[config.mk]
export PLATFORM = sky130hd
export DESIGN_NAME = packet_injector_flat
export DESIGN_NICKNAME = d
export VERILOG_FILES = /design/src/rtl/noc_pkg.sv /design/src/rtl/packet_injector_if.sv /design/src/rtl/inj_payload_store.sv /design/src/rtl/packet_injector.sv /design/src/flat_wrapper.sv
export SDC_FILE = /design/constraint.sdc
export NUM_CORES = 1
export LEC_CHECK = 0
export CAP_MARGIN = 0
export CORE_MARGIN = 3
export CORE_UTILIZATION = 39
export DETAILED_ROUTE_END_ITERATION = 12
export GPL_TIMING_DRIVEN = 0
export PLACE_DENSITY_LB_ADDON = 0.08
export SKIP_LAST_GASP = 1
export SLEW_MARGIN = 0
export SYNTH_ARGS = -nofsm -noshare
export SYNTH_HDL_FRONTEND = slang
export SYNTH_SLANG_ARGS = --single-unit
[constraint.sdc]
create_clock -name Clock -period 6.6 [get_ports Clock]
set_input_delay 1.65 -clock Clock [delete_from_list [all_inputs] [get_ports Clock]]
set_output_delay 1.65 -clock Clock [all_outputs]
set_load 0.01 [all_outputs]
[src/rtl/noc_pkg.sv]
// Shared NoC definitions for the packet injector: header layout, address type, FSM states.
// PACKET_INJECTOR_CHECKSUM_EN adds the CHECKSUM trailer state.
package noc_pkg;

   localparam int HDR_DEST_LSB = 0;
   localparam int HDR_SRC_LSB  = 4;
   localparam int HDR_LEN_LSB  = 8;
   localparam int HDR_W        = 16;

   typedef logic [3:0] net_addr_t;

   typedef enum logic [2:0] {
      ST_IDLE,
      ST_COLLECT,
      ST_HEADER,
      ST_PAYLOAD
`ifdef PACKET_INJECTOR_CHECKSUM_EN
      , ST_CHECKSUM
`endif
   } inj_state_t;

   // Low 16 bits of the header; the caller zero-extends to the data width.
   function automatic logic [HDR_W-1:0] build_header(net_addr_t dest, net_addr_t src,
                                                     logic [7:0] len);
      logic [HDR_W-1:0] h;
      h = '0;
      h[HDR_DEST_LSB +: 4] = dest;
      h[HDR_SRC_LSB  +: 4] = src;
      h[HDR_LEN_LSB  +: 8] = len;
      return h;
   endfunction

endpackage

[src/rtl/packet_injector_if.sv]
// PE-side Valid/Ready channel and router-side Req/Ack channel of the packet injector.
interface packet_injector_if #(
   parameter int DATA_WIDTH = 32,
   parameter int NET_ADDR   = 4
);
   logic                  Tx_Valid;
   logic                  Tx_Ready;
   logic [DATA_WIDTH-1:0] Tx_Data;
   logic                  Tx_Last;
   logic [NET_ADDR-1:0]   Tx_Dest;
   logic                  M_Req;
   logic                  M_Ack;
   logic [DATA_WIDTH-1:0] M_Data;
   logic                  Busy;
   logic                  Pkt_Sent;

   modport slave (
      input  Tx_Valid, Tx_Data, Tx_Last, Tx_Dest, M_Ack,
      output Tx_Ready, M_Req, M_Data, Busy, Pkt_Sent
   );

   modport master (
      output Tx_Valid, Tx_Data, Tx_Last, Tx_Dest, M_Ack,
      input  Tx_Ready, M_Req, M_Data, Busy, Pkt_Sent
   );
endinterface

[src/rtl/inj_payload_store.sv]
// Payload buffer for one packet: synchronous write, combinational read.
module inj_payload_store #(
   parameter int DATA_WIDTH     = 32,
   parameter int MAX_PACKET_LEN = 8,
   parameter int AW             = 3
) (
   input  logic                  clk,
   input  logic                  wr_en,
   input  logic [AW-1:0]         wr_idx,
   input  logic [DATA_WIDTH-1:0] wr_data,
   input  logic [AW-1:0]         rd_idx,
   output logic [DATA_WIDTH-1:0] rd_data
);
   logic [DATA_WIDTH-1:0] mem [MAX_PACKET_LEN];

   always_ff @(posedge clk) begin
      if (wr_en) mem[wr_idx] <= wr_data;
   end

   assign rd_data = mem[rd_idx];
endmodule

[src/rtl/packet_injector.sv]
// Store-and-forward NoC transmit stage: collect one packet from the PE, then send header + payload.
// Define PACKET_INJECTOR_CHECKSUM_EN to append an XOR trailer word after the payload.
module packet_injector
   import noc_pkg::*;
#(
   parameter int DATA_WIDTH     = 32,
   parameter int MAX_PACKET_LEN = 8,
   parameter int NET_ADDR       = 4,
   parameter int ADDRX          = 0,
   parameter int ADDRY          = 0
) (
   input  logic               Clock,
   input  logic               Reset,
   packet_injector_if.slave   bus
);
   localparam int CW = $clog2(MAX_PACKET_LEN + 1);
   localparam int AW = (MAX_PACKET_LEN > 1) ? $clog2(MAX_PACKET_LEN) : 1;
   localparam net_addr_t     SRC_ADDR = {2'(ADDRY), 2'(ADDRX)};
   localparam logic [CW-1:0] MAX_CNT  = CW'(MAX_PACKET_LEN);

   inj_state_t            state;
   logic [CW-1:0]         count, rd_ptr, count_nxt;
   net_addr_t             dest_q, hdr_dest;
   logic                  tx_ready_q, m_req_q, busy_q, pkt_sent_q;
   logic [DATA_WIDTH-1:0] m_data_q, rd_data, hdr_word;
   logic                  tx_fire, m_fire, pkt_end;
   logic [AW-1:0]         wr_idx, rd_idx;

   // tx_ready_q is only ever high in IDLE/COLLECT, so it also gates stray Tx_Valid.
   assign tx_fire   = bus.Tx_Valid & tx_ready_q;
   assign m_fire    = m_req_q & bus.M_Ack;
   assign count_nxt = (state == ST_IDLE) ? CW'(1) : count + CW'(1);
   assign pkt_end   = bus.Tx_Last | (count_nxt == MAX_CNT);
   assign hdr_dest  = (state == ST_IDLE) ? net_addr_t'(bus.Tx_Dest) : dest_q;
   assign hdr_word  = DATA_WIDTH'(build_header(hdr_dest, SRC_ADDR, 8'(count_nxt)));
   assign wr_idx    = (state == ST_IDLE) ? '0 : AW'(count);
   // Read port looks one word ahead so the registered M_Data is ready on each Ack.
   assign rd_idx    = (state == ST_PAYLOAD) ? AW'(rd_ptr + CW'(1)) : '0;

   inj_payload_store #(
      .DATA_WIDTH     (DATA_WIDTH),
      .MAX_PACKET_LEN (MAX_PACKET_LEN),
      .AW             (AW)
   ) u_store (
      .clk     (Clock),
      .wr_en   (tx_fire),
      .wr_idx  (wr_idx),
      .wr_data (bus.Tx_Data),
      .rd_idx  (rd_idx),
      .rd_data (rd_data)
   );

`ifdef PACKET_INJECTOR_CHECKSUM_EN
   logic [DATA_WIDTH-1:0] csum_q;

   always_ff @(posedge Clock) begin
      if (tx_fire) csum_q <= (state == ST_IDLE) ? bus.Tx_Data : (csum_q ^ bus.Tx_Data);
   end
`endif

   always_ff @(posedge Clock or posedge Reset) begin
      if (Reset) begin
         state      <= ST_IDLE;
         count      <= '0;
         rd_ptr     <= '0;
         dest_q     <= '0;
         tx_ready_q <= 1'b1;
         m_req_q    <= 1'b0;
         m_data_q   <= '0;
         busy_q     <= 1'b0;
         pkt_sent_q <= 1'b0;
      end else begin
         pkt_sent_q <= 1'b0;
         case (state)
            ST_IDLE, ST_COLLECT: begin
               if (tx_fire) begin
                  count  <= count_nxt;
                  busy_q <= 1'b1;
                  if (state == ST_IDLE) dest_q <= net_addr_t'(bus.Tx_Dest);
                  if (pkt_end) begin
                     state      <= ST_HEADER;
                     tx_ready_q <= 1'b0;
                     m_req_q    <= 1'b1;
                     m_data_q   <= hdr_word;
                  end else begin
                     state <= ST_COLLECT;
                  end
               end
            end
            ST_HEADER: begin
               if (m_fire) begin
                  state    <= ST_PAYLOAD;
                  rd_ptr   <= '0;
                  m_data_q <= rd_data;
               end
            end
            ST_PAYLOAD: begin
               if (m_fire) begin
                  if (rd_ptr == count - CW'(1)) begin
`ifdef PACKET_INJECTOR_CHECKSUM_EN
                     state    <= ST_CHECKSUM;
                     m_data_q <= csum_q;
`else
                     state      <= ST_IDLE;
                     count      <= '0;
                     tx_ready_q <= 1'b1;
                     m_req_q    <= 1'b0;
                     m_data_q   <= '0;
                     busy_q     <= 1'b0;
                     pkt_sent_q <= 1'b1;
`endif
                  end else begin
                     rd_ptr   <= rd_ptr + CW'(1);
                     m_data_q <= rd_data;
                  end
               end
            end
`ifdef PACKET_INJECTOR_CHECKSUM_EN
            ST_CHECKSUM: begin
               if (m_fire) begin
                  state      <= ST_IDLE;
                  count      <= '0;
                  tx_ready_q <= 1'b1;
                  m_req_q    <= 1'b0;
                  m_data_q   <= '0;
                  busy_q     <= 1'b0;
                  pkt_sent_q <= 1'b1;
               end
            end
`endif
            default: state <= ST_IDLE;
         endcase
      end
   end

   assign bus.Tx_Ready = tx_ready_q;
   assign bus.M_Req    = m_req_q;
   assign bus.M_Data   = m_data_q;
   assign bus.Busy     = busy_q;
   assign bus.Pkt_Sent = pkt_sent_q;
endmodule

[src/flat_wrapper.sv]
// flat-port wrapper written by rule: the top's interface ports become plain ports
module packet_injector_flat import noc_pkg::*;
#(
   parameter int DATA_WIDTH     = 32,
   parameter int MAX_PACKET_LEN = 8,
   parameter int NET_ADDR       = 4,
   parameter int ADDRX          = 0,
   parameter int ADDRY          = 0
)
  (Clock, Reset, bus_Tx_Valid, bus_Tx_Data, bus_Tx_Last, bus_Tx_Dest, bus_M_Ack, bus_Tx_Ready, bus_M_Req, bus_M_Data, bus_Busy, bus_Pkt_Sent);
  packet_injector_if #(.DATA_WIDTH(DATA_WIDTH), .NET_ADDR(NET_ADDR)) bus_i ();
  input  logic Clock;
  input  logic Reset;
  input wire logic [$bits(bus_i.Tx_Valid)-1:0] bus_Tx_Valid;
  input wire logic [$bits(bus_i.Tx_Data)-1:0] bus_Tx_Data;
  input wire logic [$bits(bus_i.Tx_Last)-1:0] bus_Tx_Last;
  input wire logic [$bits(bus_i.Tx_Dest)-1:0] bus_Tx_Dest;
  input wire logic [$bits(bus_i.M_Ack)-1:0] bus_M_Ack;
  output wire logic [$bits(bus_i.Tx_Ready)-1:0] bus_Tx_Ready;
  output wire logic [$bits(bus_i.M_Req)-1:0] bus_M_Req;
  output wire logic [$bits(bus_i.M_Data)-1:0] bus_M_Data;
  output wire logic [$bits(bus_i.Busy)-1:0] bus_Busy;
  output wire logic [$bits(bus_i.Pkt_Sent)-1:0] bus_Pkt_Sent;
  assign bus_i.Tx_Valid = bus_Tx_Valid;
  assign bus_i.Tx_Data = bus_Tx_Data;
  assign bus_i.Tx_Last = bus_Tx_Last;
  assign bus_i.Tx_Dest = bus_Tx_Dest;
  assign bus_i.M_Ack = bus_M_Ack;
  assign bus_Tx_Ready = bus_i.Tx_Ready;
  assign bus_M_Req = bus_i.M_Req;
  assign bus_M_Data = bus_i.M_Data;
  assign bus_Busy = bus_i.Busy;
  assign bus_Pkt_Sent = bus_i.Pkt_Sent;
  packet_injector #(.DATA_WIDTH(DATA_WIDTH), .MAX_PACKET_LEN(MAX_PACKET_LEN), .NET_ADDR(NET_ADDR), .ADDRX(ADDRX), .ADDRY(ADDRY)) u_core (.Clock(Clock), .Reset(Reset), .bus(bus_i));
endmodule
==> reports/qor.txt <==
Outcome -> finished, final reports clean
Slew headroom -> 0.4721
Gate count of the mapped netlist -> 713
HPWL after DPL -> 19,190 µm
Hold depth -> 1
Pre-CTS setup slack -> 2257 ps
Post-CTS setup buffer count -> 0
EDFF count, synth -> 256
Placed insts -> 1,197
Syn_nets -> 757
Fin util -> 0.4856
H-Tree Level Count -> 2
PortBufs -> 76
Post-DP Area -> 13,740 µm²
Clock root buffer master -> clkbuf_16
Yosys warnings -> 0
CTS tree -> done
Rows -> 64
Post-synth cell types -> 55
Mapped cell area -> 12,210 µm²
Clk_skew -> 13.37 ps
I/O pins -> 77
Vias in the first global route -> 7,428
# hold bufs at CTS -> 0
Min cycle time layout -> 3820 ps
Non-Filler Cell Area, Final -> 14,930 µm²
Min Hold Slack -> 485.8 ps
Post-synthesis sequential area ratio -> 0.7322
Die Footprint -> 33,470 µm²
RSZ-0062 raised after global routing -> false
Cell taking the most area after synthesis -> edfxtp_1
Worst skew pair latency -> 510 ps
Final net count -> 883
Max Buffers Root-to-Sink -> 3
Drt via density -> 5.527
Initial Utilization -> 0.3971
Vias post-DR -> 6,981
Max cap viols -> 0
Slew Limit Fails -> 0
Top post-synthesis cells by area -> edfxtp_1, dfrtp_1, mux4_2
Worst R2R End -> u_core.bus.M_Data[31]$_DFFE_PP0P_
Slew at the pin closest to its max-slew limit -> 791.9 ps
Num Clock Sinks -> 306
Top FF cell, synth -> edfxtp_1
FMAX -> 261.8 MHz
Non-Filler Instances -> 1,263
Final-layout fill cell count -> 2,611
Remaining Overflow, GRT -> 0
Initial antenna violation count -> 0
DR WL/cell -> 23.58 µm
WL final -> 29,780 µm
Worst R2R Setup Slack -> 3630 ps
CP max FO -> 9
Die Y-Extent -> 182.9 µm
Worst setup SP type -> primary input
Min-Delay Path Class -> reg -> reg
Final setup viols -> 0
Avg Inst Size Synth -> 17.12 µm²
VDD IR max -> 0.0002116 V
R2r startpoint -> u_core.rd_ptr[0]$_DFFE_PP0P_
Final hold vios -> 0
Pleak -> 0.005014 µW
Post-CTS resize count -> 0
CP Capture Type -> flop
CTS Buf Count -> 36
Routed Antenna Nets -> 0
DRT iter0 DRCs -> 479
Area fraction of the dominant cell type after synthesis -> 0.6296
Width of the die -> 182.9 µm
Worst Reg2Reg Path Length in Cells -> 8
Fin crit share -> 0.5788
DRC Markers -> 0
Worst Path Required -> 6810 ps
N_diodes -> 0
Clk slew on worst S/H paths -> 50 ps
Pwr per Cell Area -> 275.9 nW/µm²
Seq cells post-synth -> 306
DRT Pass-1 Iters -> 5
Hold endpoint -> u_core.bus.M_Data[5]$_DFFE_PP0P_
Hold path start -> u_core.bus.M_Data[5]$_DFFE_PP0P_
Final Worst Setup Slack -> 2780 ps
Critical Path AT -> 4030 ps
GP Congestion -> 0.7951
Share of layout cells above drive strength 1 -> 0.1892
Largest net degree at the start of global routing -> 37
Critical path class -> in -> reg
CORE AREA -> 30,750 µm²
Global-route wire length before repair -> 45,570 µm
Asr flop ratio synth -> 0.1634
P&R area growth vs syn -> 22.31%
Total GRT Usage -> 0.1804
## Yosys cell counts, drive strengths merged (8+ instances only)
library cell  number
a31oi              9
edfxtp           256
nor2              15
and3b              8
nor2b             23
o21ai             14
nand3              8
a21oi             45
nand2             15
mux2i             13
o2bb2ai           27
a211oi            24
mux2              24
inv                9
mux4              24
a22oi             23
nand3b             9
buf               26
clkbuf            22
dfrtp             49
a2111oi           23
## critical path: stages
cell and delay (ps):
clkdlybuf4s50_1 460, nand2_1 220, or3_1 580, nor3_2 540
buf_6 230, buf_6 170, buf_6 170
## cell type report
type                            instances  area, µm²  area share
Buffer                                 48      270.3     0.01810
Clock buffer                           49       1001     0.06703
Clock inverter                         17      196.4     0.01315
Inverter                               10      37.54    0.002514
Multi-Input combinational cell        349       3019      0.2022
Sequential cell                       306       8940      0.5987
Tap cell                              396      495.5     0.03318
Timing Repair Buffer                   88      973.4     0.06519
## power by group
| group | internal (µW) | switching (µW) | leakage, µW | total (µW) |
|---|---|---|---|---|
| clock | 1230 | 748 | 0.000589 | 1970 |
| sequential | 2100 | 0 | 0.00297 | 2100 |
| combinational | 22.4 | 29.1 | 0.00145 | 51.5 |
| total | 3340 | 777 | 0.00501 | 4120 |
## kinds of logic (layout without fill, tap and decap cells)
| kind of cell | count (synthesis) | count (layout) | share of synthesized area |
|---|---|---|---|
| flip-flops | 306 | 306 | 0.7322 |
| AO/OA/AOI/OAI | 189 | 189 | 0.1117 |
| AND/OR/NAND/NOR | 88 | 88 | 0.04315 |
| multiplexers | 61 | 61 | 0.07706 |
| buffers and inverters | 58 | 212 | 0.02521 |
| XOR/XNOR | 8 | 8 | 0.007584 |
| adder cells (fa/ha/maj) | 3 | 3 | 0.003075 |
## how the worst max path moves through the flow
| stage | start | endpoint | slack, ps | depth (start not counted) |
|---|---|---|---|---|
| after floorplan | bus_Tx_Valid | u_core.u_store.mem[2][0]$_DFFE_PP_ | 1720 | 3 |
| after global placement | bus_Tx_Valid | u_core.u_store.mem[2][24]$_DFFE_PP_ | -1140 | 4 |
| after detailed placement | bus_Tx_Valid | u_core.u_store.mem[2][26]$_DFFE_PP_ | 2260 | 7 |
| after CTS | bus_Tx_Valid | u_core.u_store.mem[2][22]$_DFFE_PP_ | 2760 | 7 |
| after global routing | bus_Tx_Valid | u_core.u_store.mem[2][22]$_DFFE_PP_ | 2710 | 7 |
| final | bus_Tx_Valid | u_core.u_store.mem[2][22]$_DFFE_PP_ | 2780 | 7 |
## per-stage QoR
| stage | setup TNS (ps) | total power [µW] |
|---|---|---|
| 2_1_floorplan | 0 | 2140 |
| 4_1_cts | 0 | 4171 |
| 5_1_grt | 0 | 4262 |
| 3_5_place_dp | 0 | 2187 |
| 3_3_place_gp | -36300 | 2183 |
| 6_report | 0 | 4119 |
## layout by cell type, fill, tap and decap left out, types with 12 or more instances in the layout
| cell type | n |
|---|---|
| mux2i_1 | 13 |
| dfrtp_1 | 49 |
| edfxtp_1 | 256 |
| buf_2 | 15 |
| a21oi_1 | 44 |
| nor2b_1 | 23 |
| o2bb2ai_1 | 27 |
| o21ai_0 | 13 |
| mux4_2 | 24 |
| clkbuf_1 | 31 |
| clkdlybuf4s50_1 | 76 |
| mux2_2 | 23 |
| a2111oi_0 | 23 |
| a22oi_1 | 23 |
| clkbuf_16 | 37 |
| a211oi_1 | 24 |
| buf_6 | 12 |
| nand2_1 | 13 |
## state kept, by name, indices dropped and copies added, names as in the netlist
register,count
u_core.u_store.mem,256
u_core.bus.M_Data,32
u_core.count,4
u_core.dest_q,4
u_core.rd_ptr,4
u_core.state,2
u_core.bus.Busy,1
u_core.bus.M_Req,1
u_core.bus.Pkt_Sent,1
u_core.bus.Tx_Ready,1
## layer usage
metal,GRT usage,wire length [µm]
met5,0,0
met4,0.05271,661
met3,0.03907,1686
met2,0.2915,14380
met1,0.2488,13050
No activity file was read; power rests on OpenSTA's default activity.
